==> src/rtl/serial_uart_tx.sv <==
// Memory-mapped 8N1 UART transmitter: CPU writes fill a TX FIFO, a bit-timing FSM
// drains it onto a registered, idle-high serial line. STATUS exposes empty/full/busy/overflow.
module serial_uart_tx #(
    parameter int CLKS_PER_BIT = 87,
    parameter int FIFO_DEPTH   = 16
) (
    input  logic        clock,
    input  logic        reset,
    input  logic        sel,
    input  logic        we,
    input  logic [31:0] addr,
    input  logic [31:0] din,
    output logic [31:0] dout,
    output logic        tx,
    output logic        busy
);
    localparam int PW = (FIFO_DEPTH > 1) ? $clog2(FIFO_DEPTH) : 1;
    localparam int CW = PW + 1;
    localparam logic [CW-1:0] FULL_CNT  = CW'(FIFO_DEPTH);
    localparam logic [15:0]   TICK_LAST = 16'(CLKS_PER_BIT - 1);

    typedef enum logic [1:0] {S_IDLE, S_START, S_DATA, S_STOP} state_t;

    logic [7:0]    mem [FIFO_DEPTH];
    logic [PW-1:0] wr_ptr_q, wr_ptr_d, rd_ptr_q, rd_ptr_d;
    logic [CW-1:0] count_q, count_d;
    logic          ovf_q, ovf_d;

    state_t        state_q;
    logic [15:0]   baud_q;
    logic [2:0]    idx_q;
    logic [7:0]    shift_q;
    logic          tx_q;

    logic wr_data, wr_stat, full, empty, push, pop, tick;
    logic unused_bits;

    assign wr_data = sel & we & ~addr[2];
    assign wr_stat = sel & we & addr[2];
    assign full    = (count_q == FULL_CNT);
    assign empty   = (count_q == '0);
    assign push    = wr_data & ~full;
    assign tick    = (baud_q == TICK_LAST);
    // A pop is an FSM decision: load from IDLE, or chain directly out of the stop bit.
    assign pop     = ~empty & ((state_q == S_IDLE) | ((state_q == S_STOP) & tick));

    assign busy = (state_q != S_IDLE) | ~empty;
    assign tx   = tx_q;
    assign dout = (sel & addr[2]) ? {28'b0, ovf_q, busy, full, empty} : 32'b0;

    assign unused_bits = ^{addr[31:3], addr[1:0], din[31:8]};

    always_comb begin
        wr_ptr_d = wr_ptr_q;
        rd_ptr_d = rd_ptr_q;
        count_d  = count_q;
        ovf_d    = ovf_q;
        if (push) wr_ptr_d = wr_ptr_q + PW'(1);
        if (pop)  rd_ptr_d = rd_ptr_q + PW'(1);
        case ({push, pop})
            2'b10:   count_d = count_q + CW'(1);
            2'b01:   count_d = count_q - CW'(1);
            default: count_d = count_q;
        endcase
        if (wr_data & full)  ovf_d = 1'b1;
        if (wr_stat & din[0]) ovf_d = 1'b0;
    end

    always_ff @(posedge clock or negedge reset) begin
        if (!reset) begin
            wr_ptr_q <= '0;
            rd_ptr_q <= '0;
            count_q  <= '0;
            ovf_q    <= 1'b0;
        end else begin
            wr_ptr_q <= wr_ptr_d;
            rd_ptr_q <= rd_ptr_d;
            count_q  <= count_d;
            ovf_q    <= ovf_d;
        end
    end

    always_ff @(posedge clock) begin
        if (push) mem[wr_ptr_q] <= din[7:0];
    end

    // tx_q is loaded with the level of the state being entered, so the line is glitch-free.
    always_ff @(posedge clock or negedge reset) begin
        if (!reset) begin
            state_q <= S_IDLE;
            baud_q  <= '0;
            idx_q   <= '0;
            shift_q <= '0;
            tx_q    <= 1'b1;
        end else begin
            case (state_q)
                S_IDLE: begin
                    tx_q <= 1'b1;
                    if (pop) begin
                        shift_q <= mem[rd_ptr_q];
                        baud_q  <= '0;
                        state_q <= S_START;
                        tx_q    <= 1'b0;
                    end
                end
                S_START: begin
                    if (tick) begin
                        baud_q  <= '0;
                        idx_q   <= '0;
                        state_q <= S_DATA;
                        tx_q    <= shift_q[0];
                    end else begin
                        baud_q <= baud_q + 16'd1;
                    end
                end
                S_DATA: begin
                    if (tick) begin
                        baud_q  <= '0;
                        shift_q <= shift_q >> 1;
                        if (idx_q == 3'd7) begin
                            state_q <= S_STOP;
                            tx_q    <= 1'b1;
                        end else begin
                            idx_q <= idx_q + 3'd1;
                            tx_q  <= shift_q[1];
                        end
                    end else begin
                        baud_q <= baud_q + 16'd1;
                    end
                end
                S_STOP: begin
                    if (tick) begin
                        baud_q <= '0;
                        if (pop) begin
                            shift_q <= mem[rd_ptr_q];
                            state_q <= S_START;
                            tx_q    <= 1'b0;
                        end else begin
                            state_q <= S_IDLE;
                            tx_q    <= 1'b1;
                        end
                    end else begin
                        baud_q <= baud_q + 16'd1;
                    end
                end
                default: begin
                    state_q <= S_IDLE;
                    tx_q    <= 1'b1;
                end
            endcase
        end
    end
endmodule
==> config.mk <==
export PLATFORM = sky130hd
export DESIGN_NAME = serial_uart_tx
export DESIGN_NICKNAME = d
export VERILOG_FILES = /design/src/rtl/serial_uart_tx.sv
export SDC_FILE = /design/constraint.sdc
export NUM_CORES = 1
export LEC_CHECK = 0
export BUFFER_PORTS_ARGS = -buffer_cell sky130_fd_sc_hd__buf_2
export CAP_MARGIN = 15
export CORE_UTILIZATION = 60
export CTS_BUF_LIST = sky130_fd_sc_hd__clkbuf_8
export DETAILED_ROUTE_END_ITERATION = 10
export GPL_ROUTABILITY_DRIVEN = 0
export HOLD_SLACK_MARGIN = 0.12
export PLACE_DENSITY = 0.81
export REMOVE_ABC_BUFFERS = 1
export SLEW_MARGIN = 20
export SYNTH_ARGS = -nofsm -noshare
export SYNTH_HDL_FRONTEND = slang
export SYNTH_SLANG_ARGS = --single-unit
==> constraint.sdc <==
create_clock -name clock -period 4.07 [get_ports clock]
set_clock_uncertainty 0.15 [all_clocks]
set_input_delay 1.0175 -clock clock [delete_from_list [all_inputs] [get_ports clock]]
set_output_delay 1.0175 -clock clock [all_outputs]
set_load 0.005 [all_outputs]
### After elaboration in Yosys (flattened, before gate mapping)

Memory sizes are Yosys's and may differ from the RTL's.
Cells that the tools add are included.

* input bits: 68
* register bits: 44
* bits in writable memories: 128
* memories: 1

* muxes and demuxes: 30
* add/sub/neg operators: 6
* reduce and logical (&&, ||, !) cells: 12
* equal/unequal tests: 14
* bitwise operators: 14

Memories
* mem: depth 16, bits a word 8, rd ports 1, clocked after memory_dff 0, wr ports 1, RTL line 24 `logic [7:0] mem [FIFO_DEPTH];`

Operators with widths (count)
* two-way mux 16 bit: 2
* case mux 16 bit (2 select lines): 1
* two-way mux 8 bit: 3
* case mux 8 bit (3 select lines): 1
* adder 16 x 1 -> 16 bit, second input constant: 1
* equality test 16 x 7 -> 1 bit, second input constant: 1
* inequality test 2 bit, second input constant: 6
* two-way mux 1 bit: 10
* two-way mux 2 bit: 5
* case mux 5 bit (2 select lines): 1
* AND 1 bit: 9
* two-way mux 3 bit: 3
* adder 4 x 1 -> 4 bit, second input constant: 2
* case mux 2 bit (4 select lines): 1
* nonzero test 2 bit: 4
* equality test 2 bit, second input constant: 3
* case mux 3 bit (2 select lines): 1
* AND reduction 3 bit: 2
* adder 5 x 1 -> 5 bit, second input constant: 1
* equality test 5 bit, second input constant: 1
* logical NOT 5 bit: 1
* AND reduction 5 bit: 1
* subtractor 5 x 1 -> 5 bit, second input constant: 1
* equality test 2 x 1 -> 1 bit, second input constant: 2
* 10 further kinds: 13

### Depth between registers and ports, before layout

* depth in word-level cells: 7
* depth in mapped cells: 15
* mapped depth without buffers: 14

### Least setup slack after synthesis

No wires, ideal clock.

* path kind: register -> register
* from: reg baud_q[12]
* to: reg count_q[4]
* stages on the path, launching flop included: 14
* setup time: 123 ps
* path slack: 768 ps
* data required time: 3797 ps
* arrival: 3029 ps
* cell sequence: dfrtp_1 or4_4 nor4_4 a21oi_2 nor2_4 ha_1 clkbuf_1 xor2_1 ha_1 nor4bb_1 a21oi_1 nor3_1 a31oi_1 xnor2_1

* cells in the longest elaborated chain, start to end: 6
* elaborated cells between the ends (all ways): 8

Ends and longest elaborated chain
* start: declaration: RTL line 30 `logic [15:0] baud_q;`
* start signal: assignment: RTL line 113 `baud_q <= baud_q + 16'd1;`
* start signal: assignment: RTL line 128 `baud_q <= baud_q + 16'd1;`
* start signal: assignment: RTL line 143 `baud_q <= baud_q + 16'd1;`
* equality test 16 x 7 -> 1 bit *: RTL line 43 `assign tick = (baud_q == TICK_LAST);`
* AND 1 bit *: RTL line 45 `assign pop = ~empty & ((state_q == S_IDLE) | ((state_q == S_STOP) & tick));`
* bitwise OR 1 bit *: RTL line 45
* AND 1 bit *: RTL line 45
* named net pop: RTL line 35 `logic wr_data, wr_stat, full, empty, push, pop, tick;`
* equality test 2 x 1 -> 1 bit or equality test 2 bit (tied branches): RTL line 60 `case ({push, pop})`
* case mux 5 bit (2 select lines) or nonzero test 2 bit (tied branches)
* end signal: assignment: RTL line 78 `count_q <= count_d;`
* end: declaration: RTL line 26 `logic [CW-1:0] count_q, count_d;`

The timed path passes the listed nets; every way through them passes the cells marked *.
A chain may end at the register's enable or synchronous reset.

### Worst setup path after layout

* from: reg count_q[0]
* to: out dout[2]

* cells in the longest elaborated chain, start to end: 4

Ends and longest elaborated chain
* logical NOT 5 bit: RTL line 41 `assign empty = (count_q == '0);`
* inverter 1 bit: RTL line 47 `assign busy = (state_q != S_IDLE) | ~empty;`
* bitwise OR 1 bit: RTL line 47
* two-way mux 4 bit: RTL line 49 `assign dout = (sel & addr[2]) ? {28'b0, ovf_q, busy, full, empty} : 32'b0;`
* end: declaration: RTL line 13 `output logic [31:0] dout,`

No other way between the ends.

==> metrics.txt <==
outcome=completed; Critical path buffers and inverters=3; vias in the first global route=4033; Crit Path Class=reg2out; post-CTS resize count=0; Yosys warning total=0; Die W=116 um; cell taking the most area after synthesis=edfxtp_1; worst path arrival time=2260 ps; top cell type's share of synthesized area=0.494; largest net degree at the start of global routing=36; first-pass GRT wire length=21.3 mm; Design Area, Final=8360 sq um; crit-path cells=nor4_2, nor2b_1, and2_1, buf_4, inv_1, and3_1, buf_2; # IOs=102; CTS Buf Count=17; number of enable flip-flop cells after synthesis=128; max-cap violation count=0; Total GRT Usage=0.225; antenna violation net count after detailed routing=0; Sum Neg Setup Slack=0 ps; final worst path period need=3420 ps; final hold violations=0; Initial Util=0.617; crit share post-route=0.841; Core Area=12600 sq um; largest family of logic cells by synthesized area=multiplexers; pin slew with the least headroom to its limit=1010 ps; CP Depth=7; Slowest cell on crit path=dfrtp_1; vias post-DR=4251; Min-Delay Path Depth=2; normalized max-slew margin=0.328; hpwl dp=8.97 mm; Detailed Route WL=13.8 mm; initial antenna violation count=0; CP startpoint kind=flip-flop; FF+latch count, synth=172; synth top area cells=edfxtp_1 (49%), dfrtp_1 (14%), mux4_2 (9.3%); Cell Area, Placed=7960 sq um; wire per inst=19.4 um; Post-Syn Instances=506; Synth Area in XOR/XNOR=0.0157; Port Buffers=18; Adder-Cell Fraction of Synth Area=0.0273; Iteration-0 DRC Markers=335; Crit Path Max Fanout=20; maximum VDD drop=0.000578 V; final slew viol count=0; clock root cell=clkbuf_8; R2R cell count=12; Post-Synth Simple-Gate Area=0.0802; Pwr Total=5.09 mW; CP top delay family=simple AND/OR/NAND/NOR gates; Remaining DRCs=0; H-tree lvl count=4; Syn Area/Cell=15.4 sq um; worst hold path type=reg2reg; DR pass1 iterations=5; Die Span Y=116 um; crit end category=output port; Worst Path Required=2900 ps; CP peak stage delay=460 ps; Compound-Gate Fraction of Synth Area=0.0643; final setup fails=0; Max Clk Rate=292 MHz; Hold Buf Count CTS=0; Main synth FF type=edfxtp_1; DIE AREA=13400 sq um; Reg clk slew, reported paths=90 ps; area delta synth->final=7.33%; multiplexer share of the synthesized area=0.132; clk_lat worst skew=460 ps; Filler cells=871; Cell Area, Synth=7790 sq um; Synth async-reset ratio=0.256; clock tree buffer depth=2; CTS tree=yes; Layout Nets=615; gr ovfl total=0; share of cells above drive strength 1=0.236; antenna cells=0; vias per cell=5.95; PD cells=609 nW/um^2; static leakage=3.01 nW; # rows=41; sequential element share of the synthesized area=0.635; post-CTS setup buffers=0; RSZ-0062 raised after global routing=no; Clock Sink Count=172; Cell variety after synth=52
registers in the layout, indices dropped and copies added (netlist names):
| signal | cells |
|---|---|
| mem | 128 |
| baud_q | 16 |
| shift_q | 8 |
| count_q | 5 |
| rd_ptr_q | 4 |
| wr_ptr_q | 4 |
| idx_q | 3 |
| state_q | 2 |
| ovf_q | 1 |
| tx | 1 |
layer usage:
metal | global-route usage | vias to the layer above | wire (um) | part of all wire
met4 | 0.0957 | 0 | 381 | 0.028
met3 | 0.0570 | 30 | 670 | 0.048
li1 | - | 1932 | - | -
met2 | 0.379 | 144 | 7200 | 0.52
met5 | 0 | - | 0 | 0
met1 | 0.279 | 2145 | 5590 | 0.40
layout by cell type, fill, tap and decap left out, drive strengths merged, types with 10 or more instances in the layout:
cell,n
edfxtp,128
dfrtp,43
o21ai,35
mux4,32
buf,30
conb,28
nand2,25
mux2,20
clkbuf,18
inv,18
ha,17
nor2,16
and2,15
a21oi,10
synthesized netlist by cell type, types with 7 or more instances:
master and instances:
o21ai_0 35, a21oi_1 8, and2_1 15, clkbuf_1 13
ha_1 17, buf_2 7, o31ai_1 8, a22oi_1 7
nand2_1 25, nand3_1 8, mux2i_1 8, mux2_2 20
edfxtp_1 128, buf_4 30, nor2_1 14, dfrtp_1 43
inv_1 9, mux4_2 32, xor2_1 8
report_power, final:
group	total [mW]	internal (mW)	switching, mW
combinational	1.61	0.823	0.789
clock	1.16	0.516	0.641
sequential	2.32	2.06	0.255
worst reg2reg max path: stages, from the launching register on:
cell and delay, ps:
dfrtp_1 430, or4_4 600, nor4_4 360, a21oi_2 170, nor2_4 150, ha_1 330
xor2_1 200, ha_1 230, nor4bb_1 240, a21oi_1 70, nor3_1 140, a31oi_1 80
xnor2_1 130
final cells by class:
class / count / area [sq um] / share of cell area
Clock buffer: 18 / 248 / 0.0296
Sequential cell: 172 / 4950 / 0.592
Tap cell: 172 / 215 / 0.0258
Inverter: 9 / 33.8 / 0.00404
Multi-Input combinational cell: 300 / 2590 / 0.310
Clock inverter: 14 / 138 / 0.0165
Timing Repair Buffer: 30 / 184 / 0.0220
per-stage QoR:
stage | cells | hold WS, ps | setup slack, ps | util
after floorplan | 481 | 312 | 865 | -
after global placement | 682 | 327 | 856 | 0.631
after detailed placement | 682 | 331 | 710 | 0.631
after CTS | 714 | 344 | 614 | 0.661
after global routing | 715 | 357 | 413 | 0.662
final | 715 | 356 | 647 | 0.662
cell families (layout without fill, tap and decap cells):
kind of cell / Yosys count / count (layout)
compound gates: 76 / 76
xor+xnor: 14 / 14
fa+ha+maj: 17 / 17
buf+inv: 61 / 71
flops: 172 / 172
mux: 60 / 60
other cells: 1 / 28
simple gates: 105 / 105
final timing paths:
path                                  from    endpoint  slack (ps)
worst max register to register  baud_q[12]  count_q[4]         680
worst min register to register          tx          tx         360
worst max-delay path            count_q[0]     dout[2]         650
max in group asynchronous            reset          tx        2570
min in group asynchronous            reset  baud_q[14]         440
worst min-delay path                    tx          tx         360
No activity file was read; power rests on OpenSTA's default activity.
